## src/rtl/alu_seq_unit.sv

```systemverilog
// alu_seq_unit
//   MIPS-style ALU with a registered result and a multi-cycle unsigned
//   shift-add multiplier that writes HI/LO. Single-cycle ops (AND, OR, ADD,
//   SUB, SLT, SLL, MFHI, MFLO) complete one edge after start. MULTU runs for
//   WIDTH edges and updates HI/LO together on the last one.
//
// Ports
//   clk       rising-edge clock
//   rst_n     asynchronous reset, active low
//   start     op request, sampled only while not busy
//   funct     6-bit operation select
//   src_a     operand A (rs), multiplicand for MULTU
//   src_b     operand B (rt), shifted by SLL, multiplier for MULTU
//   shamt     SLL shift amount
//   busy      high while MULTU iterates; start is ignored then
//   done      one-cycle completion pulse
//   result    registered result, held until the next single-cycle completion
//   zero      registered (result == 0)
//   overflow  signed overflow of ADD/SUB, 0 for all other ops
//   hi, lo    upper/lower halves of the last MULTU product
module alu_seq_unit #(
    parameter  int WIDTH = 32,
    localparam int SHW   = $clog2(WIDTH)
) (
    input  logic             clk,
    input  logic             rst_n,
    input  logic             start,
    input  logic [5:0]       funct,
    input  logic [WIDTH-1:0] src_a,
    input  logic [WIDTH-1:0] src_b,
    input  logic [SHW-1:0]   shamt,
    output logic             busy,
    output logic             done,
    output logic [WIDTH-1:0] result,
    output logic             zero,
    output logic             overflow,
    output logic [WIDTH-1:0] hi,
    output logic [WIDTH-1:0] lo
);

    localparam logic [5:0] F_AND   = 6'b100100;
    localparam logic [5:0] F_OR    = 6'b100101;
    localparam logic [5:0] F_ADD   = 6'b100000;
    localparam logic [5:0] F_SUB   = 6'b100010;
    localparam logic [5:0] F_SLT   = 6'b101010;
    localparam logic [5:0] F_SLL   = 6'b000000;
    localparam logic [5:0] F_MULTU = 6'b011001;
    localparam logic [5:0] F_MFHI  = 6'b010000;
    localparam logic [5:0] F_MFLO  = 6'b010010;

    typedef enum logic {IDLE, MUL} state_t;

    state_t state, state_nxt;

    logic [SHW-1:0]   count;
    logic             last_iter;
    logic [WIDTH-1:0] mcand_p0;
    logic [WIDTH-1:0] acc_hi_p0;
    logic [WIDTH-1:0] acc_lo_p0;
    logic [WIDTH:0]   step_sum;
    logic [WIDTH-1:0] step_hi;
    logic [WIDTH-1:0] step_lo;

    logic signed [WIDTH-1:0] a_s;
    logic signed [WIDTH-1:0] b_s;
    logic signed [WIDTH-1:0] sum_s;
    logic signed [WIDTH-1:0] diff_s;
    logic                    add_ovf;
    logic                    sub_ovf;
    logic [WIDTH-1:0]        alu_res;
    logic                    alu_ovf;

    // Two's-complement overflow: operands agree in sign, result disagrees.
    function automatic logic signed_ovf(input logic sa, input logic sb, input logic sr);
        return (sa == sb) && (sr != sa);
    endfunction

    assign a_s     = src_a;
    assign b_s     = src_b;
    assign sum_s   = a_s + b_s;
    assign diff_s  = a_s - b_s;
    assign add_ovf = signed_ovf(a_s[WIDTH-1], b_s[WIDTH-1], sum_s[WIDTH-1]);
    assign sub_ovf = signed_ovf(a_s[WIDTH-1], ~b_s[WIDTH-1], diff_s[WIDTH-1]);

    always_comb begin
        alu_res = '0;
        alu_ovf = 1'b0;
        case (funct)
            F_AND:  alu_res = src_a & src_b;
            F_OR:   alu_res = src_a | src_b;
            F_ADD:  begin alu_res = sum_s;  alu_ovf = add_ovf; end
            F_SUB:  begin alu_res = diff_s; alu_ovf = sub_ovf; end
            // The raw difference sign is wrong when the subtraction overflows.
            F_SLT:  alu_res = {{(WIDTH-1){1'b0}}, diff_s[WIDTH-1] ^ sub_ovf};
            F_SLL:  alu_res = src_b << shamt;
            F_MFHI: alu_res = hi;
            F_MFLO: alu_res = lo;
            default: alu_res = '0;
        endcase
    end

    // One shift-add step: conditionally add the multiplicand into the upper
    // half, then shift the whole {carry, hi, lo} right by one.
    assign step_sum           = {1'b0, acc_hi_p0} + (acc_lo_p0[0] ? {1'b0, mcand_p0} : '0);
    assign {step_hi, step_lo} = {step_sum, acc_lo_p0[WIDTH-1:1]};
    assign last_iter          = (count == SHW'(WIDTH - 1));

    always_ff @(posedge clk or negedge rst_n) begin
        if (!rst_n) state <= IDLE;
        else        state <= state_nxt;
    end

    always_comb begin
        state_nxt = state;
        case (state)
            IDLE:    if (start && funct == F_MULTU) state_nxt = MUL;
            MUL:     if (last_iter) state_nxt = IDLE;
            default: state_nxt = IDLE;
        endcase
    end

    always_comb begin
        busy = (state == MUL);
    end

    // ---- stage p0: operand capture and multiplier accumulator ----
    always_ff @(posedge clk) begin
        if (state == IDLE && start && funct == F_MULTU) begin
            mcand_p0  <= src_a;
            acc_hi_p0 <= '0;
            acc_lo_p0 <= src_b;
        end else if (state == MUL) begin
            acc_hi_p0 <= step_hi;
            acc_lo_p0 <= step_lo;
        end
    end

    // ---- stage p1: architectural outputs and iteration counter ----
    always_ff @(posedge clk or negedge rst_n) begin
        if (!rst_n) begin
            done     <= 1'b0;
            result   <= '0;
            zero     <= 1'b0;
            overflow <= 1'b0;
            hi       <= '0;
            lo       <= '0;
            count    <= '0;
        end else begin
            done <= 1'b0;
            case (state)
                IDLE: begin
                    if (start) begin
                        if (funct == F_MULTU) begin
                            count <= '0;
                        end else begin
                            result   <= alu_res;
                            zero     <= (alu_res == '0);
                            overflow <= alu_ovf;
                            done     <= 1'b1;
                        end
                    end
                end
                MUL: begin
                    count <= count + SHW'(1);
                    if (last_iter) begin
                        hi    <= step_hi;
                        lo    <= step_lo;
                        done  <= 1'b1;
                        count <= '0;
                    end
                end
                default: ;
            endcase
        end
    end

endmodule

```

## config.mk

```make
export PLATFORM = sky130hd
export DESIGN_NAME = alu_seq_unit
export DESIGN_NICKNAME = d
export VERILOG_FILES = /design/src/rtl/alu_seq_unit.sv
export SDC_FILE = /design/constraint.sdc
export NUM_CORES = 1
export LEC_CHECK = 0
export CORE_MARGIN = 8
export CORE_UTILIZATION = 40
export CTS_BUF_LIST = sky130_fd_sc_hd__clkbuf_8 sky130_fd_sc_hd__clkbuf_16
export CTS_CLUSTER_SIZE = 25
export DETAILED_ROUTE_END_ITERATION = 6
export PLACE_DENSITY = 0.65
export SYNTH_ARGS = -nofsm -noshare
export SYNTH_HDL_FRONTEND = slang
export SYNTH_SLANG_ARGS = --single-unit
```

## constraint.sdc

```tcl
create_clock -name clk -period 6.45 [get_ports clk]
set_input_delay 1.29 -clock clk [delete_from_list [all_inputs] [get_ports clk]]
set_output_delay 1.29 -clock clk [all_outputs]
set_load 0.05 [all_outputs]
```

==> results.cfg, run 1 <==
[run_status]
status = finished with violations
violations = DRC

[finish]
area_delta_synth_final_pct = 18.90
fin_nets = 2282
fill_cells = 4028
antenna_cells = 0
drive_gt1_share_pct = 10.07

[worst_setup_path]
crit_path_top_delay_cell = a221oi_1
arrival_ns = 6.00
crit_path_frequent_cell = o21ai_0
cp-endpoint = zero$_DFFE_PN0P_
r2r_slack_ns = 1.97
critPathLaunchType = input port
r2r_cells = 15
r2r-end = acc_hi_p0[31]$_SDFFE_PP0P_
crit_fanout = 6
worstPathCellList = clkdlybuf4s50_1 -> inv_1 -> ha_1 -> or2_2 -> a221oi_1 -> o31ai_1 -> buf_4 -> o21ai_0 -> o21a_1 -> o31a_1 -> o21ai_0 -> or4_1 -> nor4_1 -> nand4_1 -> o41ai_2
critPathMaxStageDelay_ns = 0.64
rr_startpoint = acc_lo_p0[0]$_DFFE_PP_
cp.required_ns = 6.90
cp-startpoint = src_b[1]
timing.setup.critical_path_class = in -> reg
critPathCaptureType = flop

[power]
vdd_drop_max_mv = 0.1952
powerDensity_nw_per_um2 = 292.9
power.leakage_uw = 0.008701

[placement]
dp_slack_ns = 0.4325
io_buffers = 177
hpwl_mm = 54.66
gp_congestion = 1.028

[sta]
period_minus_slack_ns = 5.550
slew_viol_final = 0
tns_ns = 0
tightest_slew_ns = 1.100
hold_viol = 0
fin_skew_ns = 0.02577
period_share_pct = 86.04
fin_ws_ns = 0.9004
timing.fmax_mhz = 180.2
finalSetupViolCount = 0
relSlewSlack_pct = 26.51
rsz0062_at_grt = false

[synth]
syn-cell-area_um2 = 16680
synth_flop_cell = dfrtp_1
yosysMostFrequentCell = nand2_1
yosys-top-cells-area = dfrtp_1 16%, edfxtp_1 12%, ha_1 10%, nand2_1 5.3%, mux2_2 5.3%
netlist-cell-type-count = 83
yosysTopAreaCellShare_pct = 15.75
synthArstFlopShare_pct = 52.24
synth_top_area_cell = dfrtp_1
synth_seq_cells = 201
yosys_warnings = 0
yosys-top-cells-count = 237 x nand2_1, 146 x o21ai_0, 134 x ha_1
synth_nets = 2146
synthCells = 1931
avgSynthCellArea_um2 = 8.640
synth_edf_count = 64
ys_seq_area_share_pct = 31.11

[floorplan]
core_um2 = 41570
dieArea_um2 = 48500
io_pins = 178
initial_core_util_pct = 40.14
rows = 75
die_w_um = 220.2
die_h_um = 220.2

[hold_path]
hp-class = reg -> reg
min_from = acc_hi_p0[8]$_SDFFE_PP0P_

[global_routing]
grt_max_degree = 75
grt_pass1_vias = 16010
grt_pass1_wl_mm = 102.8
gr-total-overflow = 0
antenna_found_initial = 0
globalRouteTotalUtil_pct = 28.06

[detailed_routing]
routed_wl_mm = 69.65
wl_per_cell_um = 26.53
drtIter0Drc = 1882
viasPerCell = 6.215
via_count = 16320
drt.antenna.violating_nets = 0
dr.pass1.iters = 7
drc_errors = 3

[clocking]
postCtsSetupRepairBufs = 0
cts_tree = done
clk_transition_reported_paths_ns = 0.06
cts.repair.resized = 0
clkLatencyLatePin_ns = 0.57
h-tree-depth = 1
cts_made_buffers = 25
clk_path_buf_depth = 3
clock-root-buffer = clkbuf_16
cts.sinks = 201
cts_hold_buf = 0

[run]
maxCapViolCount = 0
==> worst max-delay path: cells and delay by family <==
kind | cells | cell delay (ns)
fa+ha+maj | 1 | 0.31
compound gates | 7 | 1.94
simple gates | 4 | 1.44
buf+inv | 3 | 1.00
==> stage by stage <==
| step | power [uW] | cells | hold slack (ns) | cell area, um2 | util, % |
|---|---|---|---|---|---|
| 6_report | 5811 | 2625 | 0.4675 | 19840 | 47.72 |
| 5_1_grt | 6097 | 2625 | 0.4802 | 19840 | 47.72 |
| 4_1_cts | 5811 | 2625 | 0.4670 | 19840 | 47.72 |
| 3_5_place_dp | 4390 | 2579 | 0.4578 | 19030 | 45.77 |
| 3_3_place_gp | 4365 | 2579 | 0.4501 | 19030 | 45.77 |
| 2_1_floorplan | 3492 | 1931 | 0.4318 | 16680 | - |
==> state kept, by name (all words and copies together) (netlist names) <==
name / count
acc_hi_p0: 32
acc_lo_p0: 32
hi: 32
lo: 32
mcand_p0: 32
result: 32
count: 5
busy: 1
done: 1
overflow: 1
zero: 1
==> how the worst min path moves through the flow <==
stage	end	slack (ns)	depth (start not counted)
2_1_floorplan	acc_hi_p0[29]$_SDFFE_PP0P_	0.43	2
3_3_place_gp	acc_hi_p0[4]$_SDFFE_PP0P_	0.45	2
3_5_place_dp	acc_hi_p0[4]$_SDFFE_PP0P_	0.46	2
4_1_cts	acc_hi_p0[4]$_SDFFE_PP0P_	0.47	2
5_1_grt	acc_hi_p0[13]$_SDFFE_PP0P_	0.48	2
6_report	acc_hi_p0[8]$_SDFFE_PP0P_	0.47	2
==> cell usage in the layout (no fill, tap or decap), types with 32 or more instances in the layout <==
master / Yosys / layout
nand2_1: 237 / 236
clkdlybuf4s50_1: 0 / 175
o21ai_0: 146 / 146
ha_1: 134 / 134
nor2_1: 130 / 129
inv_1: 108 / 111
a21oi_1: 105 / 105
dfrtp_1: 105 / 105
mux2_2: 78 / 78
edfxtp_1: 64 / 64
buf_4: 4 / 45
nand3_1: 45 / 44
and2_1: 43 / 43
a21o_1: 39 / 39
nor3_1: 34 / 33
dfxtp_1: 32 / 32
==> per-layer routing <==
layer	routed length, um	vias up	GRT usage, %
li1	-	7395	-
met1	29560	7926	38.29
met2	31230	866	44.57
met3	6895	128	5.960
met4	1965	0	7.610
met5	0	-	0
==> kinds of logic (layout without fill, tap and decap cells) <==
| group | count (synthesis) | after routing | synth area share (%) |
|---|---|---|---|
| simple gates | 619 | 619 | 17.39 |
| compound gates | 587 | 587 | 23.94 |
| buf+inv | 221 | 376 | 5.144 |
| flops | 201 | 201 | 31.11 |
| fa+ha+maj | 137 | 137 | 10.41 |
| mux | 133 | 133 | 10.27 |
| xor+xnor | 33 | 33 | 1.732 |
==> report_power, final <==
group | total (uW) | switching, uW | internal, uW
logic | 2530 | 1600 | 932
registers | 1880 | 262 | 1620
clock network | 1400 | 592 | 807
total | 5810 | 2450 | 3360
==> layout make-up <==
cell class	count	area, um2	share of cell area (%)
well taps	539	674.4	3.400
flip-flops and latches	201	5190	26.16
clock inverters	17	120.1	0.6055
repair buffers	221	2095	10.56
clock buffers	29	691.9	3.488
inverters	109	409.1	2.062
multi-input cells	1509	10660	53.72
Note: power is estimated with default switching activity, not from simulation.
==> run 2: changes to the inputs <==
- CTS_BUF_LIST: sky130_fd_sc_hd__clkbuf_8 sky130_fd_sc_hd__clkbuf_16 -> sky130_fd_sc_hd__clkbuf_16
- SKIP_LAST_GASP: default -> 1
==> run 2 against run 1 <==
The run still ends with DRC left; clock-buffer cell count fell by 3; combinational power is essentially flat; clock power down 3%; maximum frequency rose by 0.59%; non-clock buffer count stayed put; clock skew down 0.0026 ns; register-to-register slack barely moved; die area unchanged; critical endpoint unchanged.
==> results.cfg, run 2 (synthesis results as in run 1) <==
[power]
power.leakage_uw = 0.008684
p_int_uw = 3321
seqPwrFrac_pct = 32.5
swShare_pct = 42.49
total_power_uw = 5775
p_sw_uw = 2453
vdd_drop_max_mv = 0.1952
p_comb_share_pct = 43.9
p_clk_share_pct = 23.6
powerDensity_nw_per_um2 = 291.5

[placement]
gp_congestion = 1.028
io_buffers = 177
hpwl_mm = 54.66
dp_cells = 2579

[run]
maxCapViolCount = 0

[worst_setup_path]
crit_path_top_delay_cell = a221oi_1
critPathCaptureType = flop
crit_fanout = 6
r2r-end = acc_hi_p0[31]$_SDFFE_PP0P_
r2r_cells = 15
rr_startpoint = acc_lo_p0[0]$_DFFE_PP_
cp.required_ns = 6.90
path_buf_inv = 3
timing.setup.critical_path_class = in -> reg
arrival_ns = 5.97
r2r_slack_ns = 1.97
critical-path-top-delay-family = compound AO/OA/AOI/OAI gates
critPathMaxStageDelay_ns = 0.63
crit_path_frequent_cell = o21ai_0
critPathLaunchType = input port
worstPathCellList = clkdlybuf4s50_1 -> inv_1 -> ha_1 -> or2_2 -> a221oi_1 -> o31ai_1 -> buf_4 -> o21ai_0 -> o21a_1 -> o31a_1 -> o21ai_0 -> or4_1 -> nor4_1 -> nand4_1 -> o41ai_2

[sta]
tns_ns = 0
period_minus_slack_ns = 5.517
rsz0062_at_grt = false
tightest_slew_ns = 1.100
timing.fmax_mhz = 181.3
fin_skew_ns = 0.02321
hold_viol = 0
slew_viol_final = 0
period_share_pct = 85.54
finalSetupViolCount = 0
hold_ws_ns = 0.4674
relSlewSlack_pct = 26.46

[floorplan]
rows = 75
die_h_um = 220.2
die_w_um = 220.2
io_pins = 178
dieArea_um2 = 48500
core_um2 = 41570
initial_core_util_pct = 40.14

[finish]
multi_input_area_um2 = 10660
seq_area_um2 = 5190
fin_nets = 2282
drive_gt1_share_pct = 9.923
antenna_cells = 0
final_cell_mix = 236 x nand2_1, 175 x clkdlybuf4s50_1, 146 x o21ai_0
final_cells = 2625
area_delta_synth_final_pct = 18.72
fill_cells = 4036
final_common_cell = nand2_1
post-route-util_pct = 47.65

[clocking]
clk_path_buf_depth = 3
cts_tree = done
cts_hold_buf = 0
postCtsSetupRepairBufs = 0
clk_transition_reported_paths_ns = 0.06
clock-root-buffer = clkbuf_16
h-tree-depth = 1
cts.sinks = 201
cts_made_buffers = 25
clkLatencyLatePin_ns = 0.57
cts.repair.resized = 0

[detailed_routing]
routed_wl_mm = 69.64
drtIter0Drc = 1831
drt.antenna.violating_nets = 0
viasPerCell = 6.228
dr.pass1.iters = 7
wl_per_cell_um = 26.53
drc_errors = 1
via_count = 16350

[hold_path]
min_from = acc_hi_p0[8]$_SDFFE_PP0P_
holdPathEnd = acc_hi_p0[8]$_SDFFE_PP0P_
hp-class = reg -> reg
hold_depth = 2

[global_routing]
grt_pass1_wl_mm = 102.8
grt_max_degree = 75
gr-total-overflow = 0
globalRouteTotalUtil_pct = 28.09
antenna_found_initial = 0
grt_pass1_vias = 16010

[run_status]
status = finished with violations
violations = DRC
## run 2: changes by cell type in the layout (fill, tap and decap cells not counted), sizes merged
cell    before  now
clkbuf      29   26
clkinv       9   12
## run 2: how the worst max path moves through the flow
| stage | startpoint | endpoint | slack (ns) | cells after the start |
|---|---|---|---|---|
| 2_1_floorplan | src_a[0] | zero$_DFFE_PN0P_ | 1.86 | 15 |
| 3_3_place_gp | src_b[1] | zero$_DFFE_PN0P_ | 0.45 | 15 |
| 3_5_place_dp | src_b[1] | zero$_DFFE_PN0P_ | 0.43 | 15 |
| 4_1_cts | src_b[1] | zero$_DFFE_PN0P_ | 1.04 | 15 |
| 5_1_grt | src_b[1] | zero$_DFFE_PN0P_ | 0.58 | 15 |
| 6_report | src_b[1] | zero$_DFFE_PN0P_ | 0.93 | 15 |
## run 2: area by class of cell
cell class	count	share of cell area [%]
multi-input cells	1509	53.81
flip-flops and latches	201	26.20
repair buffers	221	10.57
well taps	539	3.405
clock buffers	26	3.285
inverters	109	2.066
clock inverters	20	0.6633
## run 2: metrics by stage
step                      worst slack (ns)  instance area, um2
final                               0.9330               19810
after CTS                            1.041               19810
after detailed placement            0.4325               19030
after global placement              0.4516               19030
after floorplan                      1.856               16680
after global routing                0.5839               19810
## run 2: power groups by stage
stage	sequential, uW	combinational [uW]	clock, uW
floorplan	2270	1230	0
global placement	1890	2480	0
CTS	1880	2510	1390
finish	1880	2530	1360
detailed placement	1890	2500	0
global route	1910	2720	1440
## run 2: worst min-delay path: stages (launching register included)
cell,delay (ns)
dfxtp_1,0.32
nand2_1,0.05
o21ai_0,0.06
## run 2: layer usage
| metal | track usage, % | part of all wire [%] | wire length, um | vias up |
|---|---|---|---|---|
| li1 | - | - | - | 7396 |
| met1 | 38.35 | 43 | 29830 | 7958 |
| met2 | 44.59 | 45 | 31200 | 862 |
| met3 | 5.960 | 9.6 | 6674 | 133 |
| met4 | 7.610 | 2.8 | 1928 | 0 |
| met5 | 0 | 0 | 0 | - |
==> run 3: changes to the inputs <==
- CORE_ASPECT_RATIO: default -> 0.7
==> run 3 against run 2 <==
The flow now finishes without violations; sequential share of layout area is essentially flat; global-route usage grew 0.55 points; clock power shrank 3%; power shrank 0.41%.
==> results.cfg, run 3 (synthesis results as in run 1) <==
[global_routing]
antenna_found_initial = 2
grt_max_degree = 66
grt_pass1_wl_mm = 107.0
gr-total-overflow = 0
globalRouteTotalUtil_pct = 28.63
grt_pass1_vias = 16050

[power]
total_power_uw = 5751
power.leakage_uw = 0.008665
vdd_drop_max_mv = 0.2455
powerDensity_nw_per_um2 = 290.6

[floorplan]
dieArea_um2 = 48610
rows = 62
initial_core_util_pct = 40.58
die_h_um = 186.9
io_pins = 178
core_um2 = 41110
die_w_um = 260.1

[clocking]
cts.sinks = 201
clock-root-buffer = clkbuf_16
clk_path_buf_depth = 3
cts_made_buffers = 23
clkLatencyLatePin_ns = 0.54
postCtsSetupRepairBufs = 0
cts_hold_buf = 0
cts_tree = done
cts.repair.resized = 0
h-tree-depth = 1
clk_transition_reported_paths_ns = 0.06

[sta]
tightest_slew_ns = 1.002
hold_viol = 0
tns_ns = 0
rsz0062_at_grt = false
relSlewSlack_pct = 32.82
finalSetupViolCount = 0
slew_viol_final = 0
period_share_pct = 88.79
period_minus_slack_ns = 5.727
timing.fmax_mhz = 174.6
fin_skew_ns = 0.01704

[finish]
final_common_cell = nand2_1
area_delta_synth_final_pct = 18.61
drive_gt1_share_pct = 9.837
final_cell_mix = 236 x nand2_1, 175 x clkdlybuf4s50_1, 146 x o21ai_0
fin_nets = 2283
antenna_cells = 0

[worst_setup_path]
cp.required_ns = 6.88
arrival_ns = 6.16
crit_fanout = 6
critPathCaptureType = flop
timing.setup.critical_path_class = in -> reg
critPathLaunchType = input port

[placement]
hpwl_mm = 56.69
gp_congestion = 1.037
io_buffers = 177

[detailed_routing]
viasPerCell = 6.270
drc_errors = 0
wl_per_cell_um = 27.49
via_count = 16480
drt.antenna.violating_nets = 0
routed_wl_mm = 72.24
dr.pass1.iters = 6
drtIter0Drc = 2065

[run]
maxCapViolCount = 0

[hold_path]
hp-class = reg -> reg

[run_status]
status = complete, no violations
run 3: cell type report:
cell class              instances  area [um2]
fillers                      3987       21320
multi-input cells            1509       10660
well taps                     544       680.7
repair buffers                224        2117
inverters                     109       409.1
clock buffers                  24       600.6
clock inverters                17       131.4
flip-flops and latches        201        5190
run 3: report_power, final:
| group | internal [uW] | total, uW | switching (uW) |
|---|---|---|---|
| combinational | 932 | 2560 | 1630 |
| clock | 750 | 1320 | 567 |
| sequential | 1620 | 1870 | 253 |
| total | 3300 | 5750 | 2450 |
run 3: critical path, stage by stage:
cell,delay (ns)
clkdlybuf4s50_1,0.58
ha_1,0.23
inv_1,0.06
fa_1,0.38
nand2b_1,0.11
a211oi_1,0.17
o41ai_1,0.88
o21ai_1,0.20
a311oi_1,0.39
xor2_1,0.11
a211o_1,0.33
or4_1,0.59
nor4_1,0.43
nand4_1,0.17
o41ai_2,0.22
run 3: worst paths after layout:
path                                      startpoint                        end  slack [ns]  depth (start not counted)
setup / recovery                            src_b[0]           zero$_DFFE_PN0P_        0.72                         15
hold / removal             acc_hi_p0[4]$_SDFFE_PP0P_  acc_hi_p0[4]$_SDFFE_PP0P_        0.47                          2
setup reg to reg              acc_lo_p0[0]$_DFFE_PP_         hi[31]$_DFFE_PN0P_        1.57                         15
hold reg to reg            acc_hi_p0[4]$_SDFFE_PP0P_  acc_hi_p0[4]$_SDFFE_PP0P_        0.47                          2
max in group asynchronous                      rst_n          lo[4]$_DFFE_PN0P_        4.36                          2
min in group asynchronous                      rst_n         hi[16]$_DFFE_PN0P_        0.86                          1
run 3: metal layers:
layer,vias up,wire length (um),GRT usage (%)
li1,7409,-,-
met1,8092,32730,41.29
met2,861,30310,41.86
met3,114,6594,6.429
met4,2,2580,9.161
met5,-,13,0
run 3: stage by stage:
step                      instances  instance area (um2)  setup WS, ns  utilization (%)  hold WS, ns
after floorplan                1931                16680         1.856                -       0.4318
after global placement         2587                19060        0.4648            46.35       0.4511
after detailed placement       2587                19060        0.4044            46.35       0.4583
after CTS                      2628                19790        0.9324            48.13       0.4712
after global routing           2628                19790        0.5862            48.13       0.4963
final                          2628                19790        0.7231            48.13       0.4657
